File: src/rtl/latch_pkg.sv
// ---------------------------------------------------------------------------
// latch_pkg
// Shared definitions for the latch bank writer.
//   state_t      : write-sequencer states with fixed encodings
//                  (IDLE=0, SETUP=1, PULSE=2, HOLD=3)
//   phase_cnt_w  : width of the shared phase down-counter, sized so the
//                  largest phase length minus one always fits, with one
//                  bit of headroom.
// ---------------------------------------------------------------------------
package latch_pkg;

    typedef enum logic [1:0] {
        IDLE  = 2'd0,
        SETUP = 2'd1,
        PULSE = 2'd2,
        HOLD  = 2'd3
    } state_t;

    // clog2 of the longest phase plus one bit of headroom.
    function automatic int phase_cnt_w(input int setup_cyc,
                                       input int pulse_cyc,
                                       input int hold_cyc);
        int longest;
        longest = setup_cyc;
        if (pulse_cyc > longest) longest = pulse_cyc;
        if (hold_cyc > longest) longest = hold_cyc;
        return $clog2(longest) + 1;
    endfunction

endpackage

File: src/rtl/phase_timer.sv
// ---------------------------------------------------------------------------
// phase_timer
// Down-counter that times one phase of the write sequence.
// Ports:
//   clk      : system clock, rising edge
//   rst      : asynchronous active-high reset, clears the count
//   load     : reload the count with load_val (takes priority over tick)
//   load_val : number of cycles remaining after the first cycle of a phase
//   tick     : decrement by one; the count saturates at zero
//   zero     : count is zero, i.e. the current cycle is the last one timed
// ---------------------------------------------------------------------------
module phase_timer #(
    parameter int W = 2
) (
    input  logic         clk,
    input  logic         rst,
    input  logic         load,
    input  logic [W-1:0] load_val,
    input  logic         tick,
    output logic         zero
);

    logic [W-1:0] count;

    // Reload on every phase entry, otherwise count down and stop at zero
    // so that an extra tick can never wrap the counter around.
    always_ff @(posedge clk or posedge rst) begin
        if (rst) begin
            count <= '0;
        end else if (load) begin
            count <= load_val;
        end else if (tick && (count != '0)) begin
            count <= count - W'(1);
        end
    end

    assign zero = (count == '0);

endmodule

File: src/rtl/latch_writer.sv
// ---------------------------------------------------------------------------
// latch_writer
// Sequences writes into a bank of 2**ADDR_W level-sensitive latches that
// share one data bus. Each write presents the data for SETUP_CYC cycles,
// opens exactly one latch for PULSE_CYC cycles, then keeps the data stable
// for HOLD_CYC cycles after the latch closes.
// Ports:
//   clk       : system clock, rising edge
//   rst       : asynchronous active-high reset
//   req_valid : write request present
//   req_ready : request can be accepted (high only while idle)
//   req_addr  : index of the latch to write
//   req_data  : value to write
//   lat_d     : shared data bus to every latch d input (flop output)
//   lat_en    : one-hot latch enables (flop outputs)
//   busy      : write sequence in progress
//   done      : one-cycle pulse in the final hold cycle of a write
// ---------------------------------------------------------------------------
module latch_writer
    import latch_pkg::*;
#(
    parameter int WIDTH     = 8,
    parameter int ADDR_W    = 2,
    parameter int SETUP_CYC = 1,
    parameter int PULSE_CYC = 1,
    parameter int HOLD_CYC  = 1
) (
    input  logic                  clk,
    input  logic                  rst,
    input  logic                  req_valid,
    output logic                  req_ready,
    input  logic [ADDR_W-1:0]     req_addr,
    input  logic [WIDTH-1:0]      req_data,
    output logic [WIDTH-1:0]      lat_d,
    output logic [2**ADDR_W-1:0]  lat_en,
    output logic                  busy,
    output logic                  done
);

    localparam int NLAT = 2**ADDR_W;
    localparam int CW   = phase_cnt_w(SETUP_CYC, PULSE_CYC, HOLD_CYC);

    // The counter holds the cycles left after the current one, so a phase
    // of N cycles is loaded with N-1.
    localparam logic [CW-1:0] SETUP_LOAD = CW'(SETUP_CYC - 1);
    localparam logic [CW-1:0] PULSE_LOAD = CW'(PULSE_CYC - 1);
    // The last hold cycle is marked by the done flop rather than by the
    // counter, so that done can be a registered output. The counter
    // therefore only times the hold cycles before the last one.
    localparam logic [CW-1:0] HOLD_LOAD  = CW'((HOLD_CYC >= 2) ? HOLD_CYC - 2 : 0);

    state_t              state;
    logic [ADDR_W-1:0]   cap_addr;
    logic                handshake;
    logic                load;
    logic [CW-1:0]       load_val;
    logic                tick;
    logic                zero;

    assign handshake = req_valid & req_ready;

    // Timer control: reload on entry to each timed phase, otherwise tick
    // while the current phase still has cycles left.
    always_comb begin
        load     = 1'b0;
        load_val = '0;
        tick     = 1'b0;
        case (state)
            IDLE: begin
                if (handshake) begin
                    load     = 1'b1;
                    load_val = SETUP_LOAD;
                end
            end
            SETUP: begin
                if (zero) begin
                    load     = 1'b1;
                    load_val = PULSE_LOAD;
                end else begin
                    tick = 1'b1;
                end
            end
            PULSE: begin
                if (zero) begin
                    load     = 1'b1;
                    load_val = HOLD_LOAD;
                end else begin
                    tick = 1'b1;
                end
            end
            HOLD: begin
                tick = ~zero;
            end
            default: begin
                tick = 1'b0;
            end
        endcase
    end

    phase_timer #(
        .W(CW)
    ) u_phase_timer (
        .clk      (clk),
        .rst      (rst),
        .load     (load),
        .load_val (load_val),
        .tick     (tick),
        .zero     (zero)
    );

    // Write sequencer with every output registered. lat_d doubles as the
    // captured data register: it is loaded at the handshake and held until
    // the next handshake, so it never moves while a latch is open. lat_en
    // only changes on the SETUP->PULSE and PULSE->HOLD edges, which are at
    // least one cycle away from any lat_d update.
    always_ff @(posedge clk or posedge rst) begin
        if (rst) begin
            state     <= IDLE;
            cap_addr  <= '0;
            lat_d     <= '0;
            lat_en    <= '0;
            busy      <= 1'b0;
            done      <= 1'b0;
            req_ready <= 1'b1;
        end else begin
            case (state)
                IDLE: begin
                    if (handshake) begin
                        cap_addr  <= req_addr;
                        lat_d     <= req_data;
                        busy      <= 1'b1;
                        req_ready <= 1'b0;
                        state     <= SETUP;
                    end
                end
                SETUP: begin
                    if (zero) begin
                        lat_en <= NLAT'(1) << cap_addr;
                        state  <= PULSE;
                    end
                end
                PULSE: begin
                    if (zero) begin
                        lat_en <= '0;
                        done   <= (HOLD_CYC == 1);
                        state  <= HOLD;
                    end
                end
                HOLD: begin
                    if (done) begin
                        done      <= 1'b0;
                        busy      <= 1'b0;
                        req_ready <= 1'b1;
                        state     <= IDLE;
                    end else if (zero) begin
                        done <= 1'b1;
                    end
                end
                default: begin
                    state <= IDLE;
                end
            endcase
        end
    end

endmodule

File: config.mk
export PLATFORM = sky130hd
export DESIGN_NAME = latch_writer
export DESIGN_NICKNAME = d
export VERILOG_FILES = /design/src/rtl/latch_pkg.sv /design/src/rtl/phase_timer.sv /design/src/rtl/latch_writer.sv
export SDC_FILE = /design/constraint.sdc
export NUM_CORES = 1
export LEC_CHECK = 0
export ABC_AREA = 1
export CORE_AREA = 2 2 72 47
export CTS_CLUSTER_SIZE = 25
export DETAILED_ROUTE_END_ITERATION = 12
export DIE_AREA = 0 0 74 49
export DONT_BUFFER_PORTS = 1
export PLACE_DENSITY_LB_ADDON = 0.12
export SYNTH_ARGS = -nofsm -noshare
export SYNTH_HDL_FRONTEND = slang
export SYNTH_SLANG_ARGS = --single-unit
File: constraint.sdc
create_clock -name clk -period 1.8 [get_ports clk]
set_clock_uncertainty 0.05 [all_clocks]
set_input_delay 0.45 -clock clk [delete_from_list [all_inputs] [get_ports clk]]
set_output_delay 0.45 -clock clk [all_outputs]
set_load 0.03 [all_outputs]
# [After elaboration in Yosys (flattened, before gate mapping)]
# Cells that the tools add are included.
# Widths: inputs -> output; s select.
[totals] reg_bits=20 latch_bits=0 mem_bits_rw=0 romBits=0 inputBits=13 output_inout_bits=15 n_memories=0
[op_classes] add_sub_neg=1 multipliers=0 div=0 magnitude_cmp=0 n_eq_ne=7 shifts=1 muxes=24 bitwise_logic=1 reduce_logical=12
[ops] op="$mux 1" n=11
[ops] op="$pmux 1 s2" n=5
[ops] op="$mux 2" n=4
[ops] op="$mux 4" n=2
[ops] op="$ne 2x2->1 const B" n=4
[ops] op="$pmux 2 s4" n=1
[ops] op="$pmux 4 s2" n=1
[ops] op="$reduce_bool 2->1" n=4
[ops] op="$reduce_and 3->1" n=2
[ops] op="$eq 2x2->1 const B" n=2
[ops] op="$reduce_and 2->1" n=2
[ops] op="$reduce_and 4->1" n=1
[ops] op="$shl 1x2->4 const A" n=1
[ops] op="$eq 2x1->1 const B" n=1
[ops] op="$logic_not 2->1" n=1
[ops] op="$reduce_or 2->1" n=1
[ops] op="$and 1x1->1" n=1
[ops] op="$logic_and 1x1->1" n=1
[ops] op="$sub 1x1->1 const B" n=1

# [Logic depth before layout (Yosys ltp)]
# Gate-level depths: netlist of the first run.
[logic_depth] word_depth=6 mapped_depth=8 mapped_depth_nobuf=8

# [Cells and area by module]
# From an unflattened synthesis of the first run, not the netlist that was laid out.
[unflattened] hier_cells=114 area_unflattened_um2=1014.7
[by_module_without_submodules] mod="latch_writer" n_inst=1 cells_each=106 area_each_um2=962.2 seq_area_each_um2=476.7
[by_module_without_submodules] mod="phase_timer" n_inst=1 cells_each=8 area_each_um2=52.6 seq_area_each_um2=25.0

# [Worst setup path before layout of the first run]
# OpenSTA, ideal clock, no wires.
[synth_timing] path_type="register -> register" from="register state[0]" to="register lat_en[0]" setup_ns=0.117 arrival_time_ns=1.113 slack_ns=0.520 stages_incl_launch_ff=9 synth_period_minus_slack_ns=1.280 path_cell_list="dfrtp_1 inv_1 ha_1 nand2_1 nand2_2 nor2_4 inv_2 nand2_1 nand2_1"
[synth_via] elab_chain_len=3
[synth_rtl] item="start, declared" line_no="latch_writer.sv:52" text="state_t state;"
[synth_rtl] item="start signal, assigned" line_no="latch_writer.sv:118" text="state <= IDLE;"
[synth_rtl] item="start signal, assigned" line_no="latch_writer.sv:133" text="state <= SETUP;"
[synth_rtl] item="start signal, assigned" line_no="latch_writer.sv:139" text="state <= PULSE;"
[synth_rtl] item="$eq 2x1->1 or $eq 2x2->1 (tied branches)" line_no="latch_writer.sv:126" text="case (state)"
[synth_rtl] item="$ne 2x2->1 (no line) or $reduce_bool 2->1 (tied branches)"
[synth_rtl] item="$reduce_and 3->1 (no line)"
[synth_rtl] item="end signal, assigned" line_no="latch_writer.sv:138" text="lat_en <= NLAT'(1) << cap_addr;"
[synth_rtl] item="end, declared" line_no="latch_writer.sv:35" text="output logic [2**ADDR_W-1:0] lat_en,"
# Parallel ways exist; a longest one is shown, timed or not.
# A chain may end at the register's enable or synchronous reset.

# [Worst setup path after layout of the first run]
[layout_timing] from="register state[0]" to="register lat_en[2]"
# Same word-level chain as after synthesis.

==> summary.txt, run 1 <==
Place
  • I/O Buffers: 0
  • Detailed Place HPWL: 1350 um
  • Placed cells: 154
  • GP Congestion: 0.795

Synth
  • Dominant synthesized flop cell: dfrtp_1
  • Sequential share of the synthesized area: 0.504
  • Post-Synthesis Cells: 109
  • Synth Area in Compound Gates: 0.125
  • Main combinational cell family by area after synthesis: simple AND/OR/NAND/NOR gates
  • Synth Area in XOR/XNOR: 0
  • Asr flop ratio synth: 1.00
  • Netlist cell types: 20
  • Synth Area in Simple Gates: 0.210
  • Mux cell area share after synthesis: 0
  • Synth Net Count: roughly 130
  • YS warnings: 0
  • Post-synth top area share: 0.478
  • Largest area contributor in the netlist: dfrtp_1
  • Post-Synth Adder-Cell Area: 0.0629
  • Flops & latches, synth: 20
  • Top-count cell post-synth: nand2_1
  • Syn_area_per_cell: ~9 um2
  • Mapped cell area: 995 um2
  • Synth top area cells: dfrtp_1 (48%), nand2_1 (11%), o21ai_2 (7.9%)
  • Post-synth EDFFs: 0
  • Synth top cells by count: nand2_1 (29), dfrtp_1 (19), inv_1 (18), o21ai_2 (9), nand3_1 (7)

Worst setup path
  • WS Path Type: reg -> reg
  • Critical Path RT: 1890 ps
  • Critical path launch point type: register
  • Max FO, Critical Path: 6
  • Worst Path Arrival: between 1500 and 2000 ps
  • Endpoint class of the critical path: register

Clock tree
  • Cts-stage hold buffer count: 0
  • Post-CTS Setup Inserts: 0
  • Max clock buf depth: 2
  • CTS Root Buffer Type: clkbuf_8
  • H-Tree Depth: 1
  • Post_cts resized: 0
  • Reg clk slew, reported paths: 70 ps
  • CTS tree: built
  • Clock buffer count from CTS: 3
  • Clk_lat worst skew: 250 ps
  • Clk sinks: 20

Cells and area
  • P&R area growth vs syn: 11.7%
  • Post-Layout Cell Count: 158
  • Layout Nets: 132
  • Share of layout cells above drive strength 1: 0.221
  • Number of antenna repair diodes: 0
  • FILL cells: ~310

Flow run
  • Max-Cap Viols: 0

Detailed routing
  • Remaining DRCs: 0
  • Vias post-DR: 656
  • Wire per inst: ~11 um
  • Antenna viol nets, final: 0
  • Detailed Route WL: 1730 um
  • Initial DRC Count: 32
  • Vias per cell: 4.15
  • Drt first pass iters: 4

Min path
  • HP Class: in -> async

STA
  • Max Clock Freq: 673 MHz
  • Crit share post-route: 0.825
  • Fin crit period: approximately 1500 ps
  • Final setup TNS: 0 ps
  • Setup violations, final: 0
  • RSZ-0062 raised after global routing: false
  • Slew @ Worst Pin: 357 ps
  • Hold Vio Cnt, Final: 0
  • Slew Limit Fails: 0
  • Relative slew slack: 0.762

Pwr
  • P_int: between 0.0006 and 0.0007 W
  • Clock power share: 0.415
  • Seq pwr share: 0.565
  • Total power: about 0.00079 W
  • VDD IR-drop max: 0.359 mV
  • Static Leak: 0.570 nW
  • Combinational power share: 0.020
  • NetSw: 0.000148 W
  • Switching power share of the total: 0.186
  • P per Cell Area: between 700 and 800 nW/um2

GRT
  • First-pass GRT wire length: 3090 um
  • Total GRT Usage: 0.115
  • Vias in the first global route: 647
  • Largest net degree at the start of global routing: 21
  • Total grt overflow: 0
  • Initial antenna violation count: 0

Floorplanning
  • Initial Utilization: 0.329
  • CORE AREA: 3020 um2
  • Die height: 49 um
  • Row cnt: 16
  • Die footprint: 3630 um2
  • I/O pins: 28
  • Die Width: 74 um

Run status
  • Status: finished, final reports clean
[final timing paths]
kind | slack (ps) | from | end | depth (start not counted)
setup reg to reg | 310 | state[0] | lat_en[2] | 8
setup / recovery | 310 | state[0] | lat_en[2] | 8
hold / removal | 50 | rst | busy | 2
min in group clk | 280 | req_data[0] | lat_d[0] | 2
max in group asynchronous | 1390 | rst | req_ready | 2
hold reg to reg | 490 | cap_addr[0] | lat_en[3] | 2
[metal layers]
metal  GRT usage  up-vias  share of wire
met3      0.0599        2          0.086
met5           0        -              0
met1       0.164      290           0.49
met4      0.0273        0         0.0075
li1            -      345              -
met2       0.150       19           0.42
[cell usage in the layout (no fill, tap or decap)]
cell type  instances
inv_1             18
o21a_1             1
nor2_2             1
o21ai_0            2
a21oi_2            2
nor2_4             1
a21oi_1            1
buf_12             1
o21ai_1            1
nor2_1             4
nand2_1           29
nand4_1            1
clkbuf_8           4
o21ai_2            9
nand3_1            7
ha_1               5
buf_4              1
nand2_2            1
dfstp_2            1
inv_2              2
dfrtp_1           19
nand3_2            2
[power by group through the flow]
stage	clock network (W)	logic [W]	registers, W
2_1_floorplan	0	0.0000119	0.000458
3_3_place_gp	0	0.0000169	0.000458
3_5_place_dp	0	0.0000168	0.000458
4_1_cts	0.000346	0.0000169	0.000449
5_1_grt	0.000370	0.0000190	0.000449
6_report	0.000330	0.0000156	0.000449
[cell families (layout without fill, tap and decap cells)]
kind of cell,count (synthesis),in the layout
simple gates,46,46
buf+inv,22,26
flops,20,20
fa+ha+maj,5,5
compound gates,16,16
[through the flow]
stage               hold slack, ps  utilization  cell area, um2  setup slack [ps]
CTS                           51.5        0.368            1110               306
finish                        48.0        0.368            1110               315
floorplan                      363            -             995               520
detailed placement             333        0.349            1060               336
global placement               336        0.349            1060               338
global route                  56.4        0.368            1110               183
[state kept, by name (all words and copies together) (netlist names)]
register	flops
lat_d	8
lat_en	4
cap_addr	2
state	2
busy	1
done	1
req_ready	1
u_phase_timer.count	1
[critical path, stage by stage, from the launching register on]
cell,delay (ps)
dfrtp_1,400
inv_1,100
ha_1,270
nand2_1,140
nand2_2,70
nor2_4,160
inv_2,80
nand2_1,60
nand2_1,50
[layout make-up]
class / count / area (um2) / share of cell area
timing repair buffer: 2 / 27.5 / 0.0248
inverter: 20 / 75.1 / 0.0676
clock buffer: 4 / 55.1 / 0.0495
sequential: 20 / 502 / 0.452
tap: 45 / 56.3 / 0.0507
multi-input combinational: 67 / 395 / 0.356
Note: power is estimated with default switching activity, not from simulation.
==> run 2: changes to the inputs <==
- clock period: 1.8 -> 1.5 ns (I/O delays scaled with it)
==> summary.txt, run 2 (synthesized netlist as in run 1, its figures left out) <==
STA
  • Fin crit period: around 1400 ps
  • Slew Limit Fails: 0
  • Max Clock Freq: 710 MHz
  • Hold Vio Cnt, Final: 0
  • Final setup TNS: 0 ps
  • Crit share post-route: 0.939
  • Setup violations, final: 0
  • Relative slew slack: 0.792
  • Slew @ Worst Pin: about 310 ps

Clock tree
  • Clk_lat worst skew: about 250 ps
  • Reg clk slew, reported paths: 70 ps
  • CTS Root Buffer Type: clkbuf_8
  • Clk sinks: 20
  • H-Tree Depth: 1
  • CTS tree: built
  • Max clock buf depth: 2
  • Clock buffer count from CTS: 3

Flow run
  • Max-Cap Viols: 0

Detailed routing
  • Initial DRC Count: 25
  • Vias per cell: 4.21
  • Antenna viol nets, final: 0
  • Wire per inst: 11.0 um
  • Vias post-DR: 691
  • Drt first pass iters: 4
  • Remaining DRCs: 0
  • Detailed Route WL: around 1800 um

Cells and area
  • Most common cell after layout, fill and taps aside: nand2_1
  • Number of antenna repair diodes: 0
  • Final core occ: 0.386
  • P&R area growth vs syn: 17.2%
  • Fin area: 1170 um2
  • Max reg flops: 8
  • Most flop-heavy register: lat_d
  • Largest regs: lat_d (8), lat_en (4)
  • Commonest non-fill, non-tap cells in the layout: nand2_1 (28), dfrtp_1 (19), inv_1 (18)
  • Layout Nets: 138
  • Share of layout cells above drive strength 1: 0.269

Worst setup path
  • WS Path Type: reg -> reg
  • Critical Path RT: 1600 ps
  • Endpoint class of the critical path: register
  • Worst Path Arrival: between 1500 and 2000 ps
  • Max FO, Critical Path: 4
  • Critical path launch point type: register

GRT
  • Total GRT Usage: 0.110
  • Largest net degree at the start of global routing: 21
  • Initial antenna violation count: 0
  • Vias in the first global route: about 670
  • Total grt overflow: 0
  • First-pass GRT wire length: 3010 um

Pwr
  • VDD IR-drop max: between 0.4 and 0.5 mV
  • P per Cell Area: about 800 nW/um2
  • NetSw: 0.000182 W
  • Static Leak: 0.596 nW
  • Clock power share: 0.388
  • Combinational power share: 0.023
  • Switching power share of the total: 0.199
  • P_int: 0.000733 W
  • Seq pwr share: 0.589

Place
  • DP Area: 1090 um2
  • I/O Buffers: 0
  • GP Congestion: 0.899
  • Detailed Place HPWL: 1420 um

Floorplanning
  • Die height: approximately 49 um
  • Initial Utilization: 0.329
  • CORE AREA: between 3000 and 4000 um2
  • Die Width: 74 um
  • Die footprint: 3630 um2
  • Row cnt: 16
  • I/O pins: 28

Run status
  • Status: finished, final reports clean

Min path
  • HP Class: in -> reg
==> run 2: what timing repair did <==
item	CTS	global route
setup endpoints to repair	0	6
gates resized for setup	0	5
hold buffers	1	0
buffers inserted	0	1
hold endpoints to repair	19	0
==> run 2: power groups by stage <==
stage	Sequential [W]	Combinational (W)	Clock (W)
final	0.000539	0.0000210	0.000355
after global routing	0.000539	0.0000252	0.000391
after CTS	0.000539	0.0000227	0.000373
after detailed placement	0.000549	0.0000208	0
after global placement	0.000549	0.0000200	0
after floorplan	0.000549	0.0000143	0
==> run 2: worst paths after layout <==
path                        startpoint          end  slack (ps)  depth (start not counted)
max                           state[0]  cap_addr[0]          90                          6
min                        req_data[2]     lat_d[2]         200                          2
max reg2reg                   state[0]  cap_addr[0]          90                          6
min reg2reg                  req_ready    req_ready         460                          2
max in group asynchronous          rst    req_ready         610                          3
min in group asynchronous          rst     lat_d[0]         530                          3
==> run 2: layout make-up <==
type                    count  area (um2)
repair buffers              8        75.1
multi-input cells          67         413
flip-flops and latches     20         502
well taps                  45        56.3
fillers                   312        1860
clock buffers               4        45.0
inverters                  20        75.1
==> run 2: critical path, stage by stage (launching register included) <==
cell	delay [ps]
dfrtp_1	410
inv_1	150
ha_1	240
nand3_2	140
buf_4	170
nor2_1	120
a21oi_2	40
==> run 2: layer usage <==
layer / up-vias / wire [um] / part of all wire / track usage
li1: 359 / - / - / -
met1: 310 / 922 / 0.51 / 0.152
met2: 20 / 754 / 0.42 / 0.159
met3: 2 / 128 / 0.071 / 0.0558
met4: 0 / 4 / 0.0022 / 0.00909
met5: - / 0 / 0 / 0
==> run 2: per-stage QoR <==
| step | cells | total power (W) | setup slack, ps | hold slack [ps] |
|---|---|---|---|---|
| floorplan | 109 | 0.000564 | 220 | 288 |
| global placement | 158 | 0.000569 | 58.4 | 260 |
| detailed placement | 158 | 0.000570 | 14.8 | 262 |
| CTS | 163 | 0.000934 | 7.43 | 199 |
| global route | 164 | 0.000955 | -0.550 | 202 |
| finish | 164 | 0.000915 | 90.8 | 205 |
==> run 3: changes to the inputs <==
- ABC_AREA: 1 -> not set
- CORE_AREA: 2 2 72 47 -> 2 2 71 46
- DIE_AREA: 0 0 74 49 -> 0 0 73 48
==> summary.txt, run 3 <==
STA
  • Fin crit period: between 1000 and 1500 ps
  • Setup violations, final: 0
  • Crit share post-route: 0.973
  • Slew Limit Fails: 0
  • Relative slew slack: 0.779
  • Slew @ Worst Pin: 332 ps
  • Hold Vio Cnt, Final: 0
  • Max Clock Freq: 685 MHz
  • Final setup TNS: 0 ps

Floorplanning
  • I/O pins: 28
  • Die Width: between 70 and 80 um
  • Die footprint: about 3500 um2
  • Die height: 48 um
  • Row cnt: 15
  • Initial Utilization: 0.347
  • CORE AREA: 2800 um2

Worst setup path
  • Worst Path Arrival: 1560 ps
  • Critical path launch point type: register
  • Max FO, Critical Path: 5
  • Endpoint class of the critical path: register
  • Worst reg2reg setup slack: between 40 and 50 ps
  • WS Path Type: reg -> reg
  • Critical Path RT: 1600 ps
  • Critical Path Source: state[0]
  • Worst reg2reg endpoint: state[0]
  • FF-to-FF Start: state[0]
  • R2R cell count: 5

Synth
  • Post-synth top area share: 0.490
  • YS warnings: 0
  • Netlist cell types: 27
  • Top-count cell post-synth: dfrtp_1
  • Synth Net Count: 89
  • Synth top area cells: dfrtp_1 (49%), mux2_4 (14%), ha_1 (6.5%)
  • Post-synth EDFFs: 0
  • Dominant synthesized flop cell: dfrtp_1
  • Asr flop ratio synth: 1.00
  • Syn_area_per_cell: 13.7 um2
  • Flops & latches, synth: 20
  • Sequential share of the synthesized area: 0.517
  • Post-Synthesis Cells: 71
  • Mapped cell area: 970 um2
  • Largest area contributor in the netlist: dfrtp_1
  • Synth top cells by count: dfrtp_1 (19), mux2_4 (9), ha_1 (5), inv_1 (5), mux2_2 (5)

Detailed routing
  • Antenna viol nets, final: 0
  • Initial DRC Count: 25
  • Remaining DRCs: 0
  • Wire per inst: 14.8 um
  • Vias per cell: about 4.9
  • Drt first pass iters: 4
  • Detailed Route WL: 1730 um
  • Vias post-DR: 572

Clock tree
  • Clk sinks: 20
  • Reg clk slew, reported paths: 80 ps
  • Max clock buf depth: 2
  • CTS Root Buffer Type: clkbuf_8
  • Clock buffer count from CTS: 3
  • CTS tree: built
  • Clk_lat worst skew: 260 ps
  • H-Tree Depth: 1

Min path
  • Hold Crit Start: req_data[6]
  • HP Class: in -> reg
  • Hold path endpoint: lat_d[6]
  • Hold depth: 1

Cells and area
  • Layout Nets: 102
  • Max reg flops: 8
  • Most common cell after layout, fill and taps aside: dfrtp_1
  • Number of antenna repair diodes: 0
  • Most flop-heavy register: lat_d
  • Share of layout cells above drive strength 1: 0.446
  • Commonest non-fill, non-tap cells in the layout: dfrtp_1 (19), mux2_4 (9), buf_4 (7)
  • Largest regs: lat_d (8), lat_en (4)
  • P&R area growth vs syn: 21.9%
  • FILL cells: 258

Run status
  • Status: finished, final reports clean

Pwr
  • Total power: 0.00295 W
  • P per Cell Area: between 2000 and 2500 nW/um2
  • Static Leak: just under 0.6 nW
  • VDD IR-drop max: 0.781 mV

Place
  • I/O Buffers: 0
  • Detailed Place HPWL: 1250 um
  • GP Congestion: 0.754

GRT
  • Initial antenna violation count: 0
  • Total grt overflow: 0
  • M1 GR Usage: 0.143
  • Vias in the first global route: 525
  • Total GRT Usage: 0.106
  • M3 GR Usage: 0.0611
  • Grt met2 use: 0.142
  • First-pass GRT wire length: 2570 um
  • GRT busiest layer: met1
  • Largest net degree at the start of global routing: 15

Flow run
  • Max-Cap Viols: 0
[run 3: final cells by class]
| type | count | area, um2 | area share |
|---|---|---|---|
| Tap cell | 34 | 42.5 | 0.0360 |
| Sequential cell | 20 | 502 | 0.424 |
| Timing Repair Buffer | 9 | 82.6 | 0.0698 |
| Multi-Input combinational cell | 45 | 465 | 0.394 |
| Clock buffer | 3 | 41.3 | 0.0349 |
| Inverter | 5 | 18.8 | 0.0159 |
| Clock inverter | 1 | 30.0 | 0.0254 |
[run 3: stage by stage]
stage / setup WS (ps) / instance area [um2] / hold slack [ps] / utilization / cells
6_report: 40.7 / 1180 / 209 / 0.423 / 117
5_1_grt: -5.44 / 1180 / 188 / 0.423 / 117
4_1_cts: 1.74 / 1150 / 198 / 0.413 / 115
2_1_floorplan: 62.2 / 970 / 288 / - / 71
3_3_place_gp: 2.96 / 1060 / 167 / 0.379 / 110
3_5_place_dp: -41.0 / 1060 / 171 / 0.379 / 110
[run 3: how the worst max path moves through the flow]
stage / depth (start not counted) / endpoint
final: 5 / state[0]
after global routing: 5 / state[0]
after CTS: 5 / lat_en[0]
after detailed placement: 5 / state[0]
after global placement: 5 / lat_d[5]
after floorplan: 5 / lat_en[0]
[run 3: power breakdown]
part           switching [W]  total, W  leakage (nW)  internal, W
clock               0.000179  0.000535        0.0357     0.000356
combinational       0.000481   0.00113         0.300     0.000646
sequential          0.000504   0.00129         0.244     0.000782
total                0.00116   0.00295         0.580      0.00178
[run 3: what timing repair did]
action | CTS | global route
hold endpoints to repair | 5 | 0
hold buffers | 1 | 0
gates resized for setup | 4 | 3
pin swaps | 0 | 2
buffers inserted | 0 | 2
endpoints found under the setup margin | 13 | 11
[run 3: logic make-up (layout without fill, tap and decap cells)]
kind of cell / after synthesis / count (layout) / synth area share
simple gates: 13 / 13 / 0.0916
compound gates: 13 / 13 / 0.0981
fa+ha+maj: 5 / 5 / 0.0645
buf+inv: 6 / 18 / 0.0310
mux: 14 / 14 / 0.197
flops: 20 / 20 / 0.517
[run 3: worst max-delay path, stage by stage, from the launching register on]
cell     delay [ps]
dfrtp_1         430
inv_2           140
ha_4            170
a21bo_1         230
and3_4          170
o22a_1          160
[run 3: layer usage]
layer | wire length (um) | part of all wire
met3 | 115 | 0.066
met1 | 904 | 0.52
met5 | 0 | 0
met2 | 705 | 0.41
met4 | 8 | 0.0046
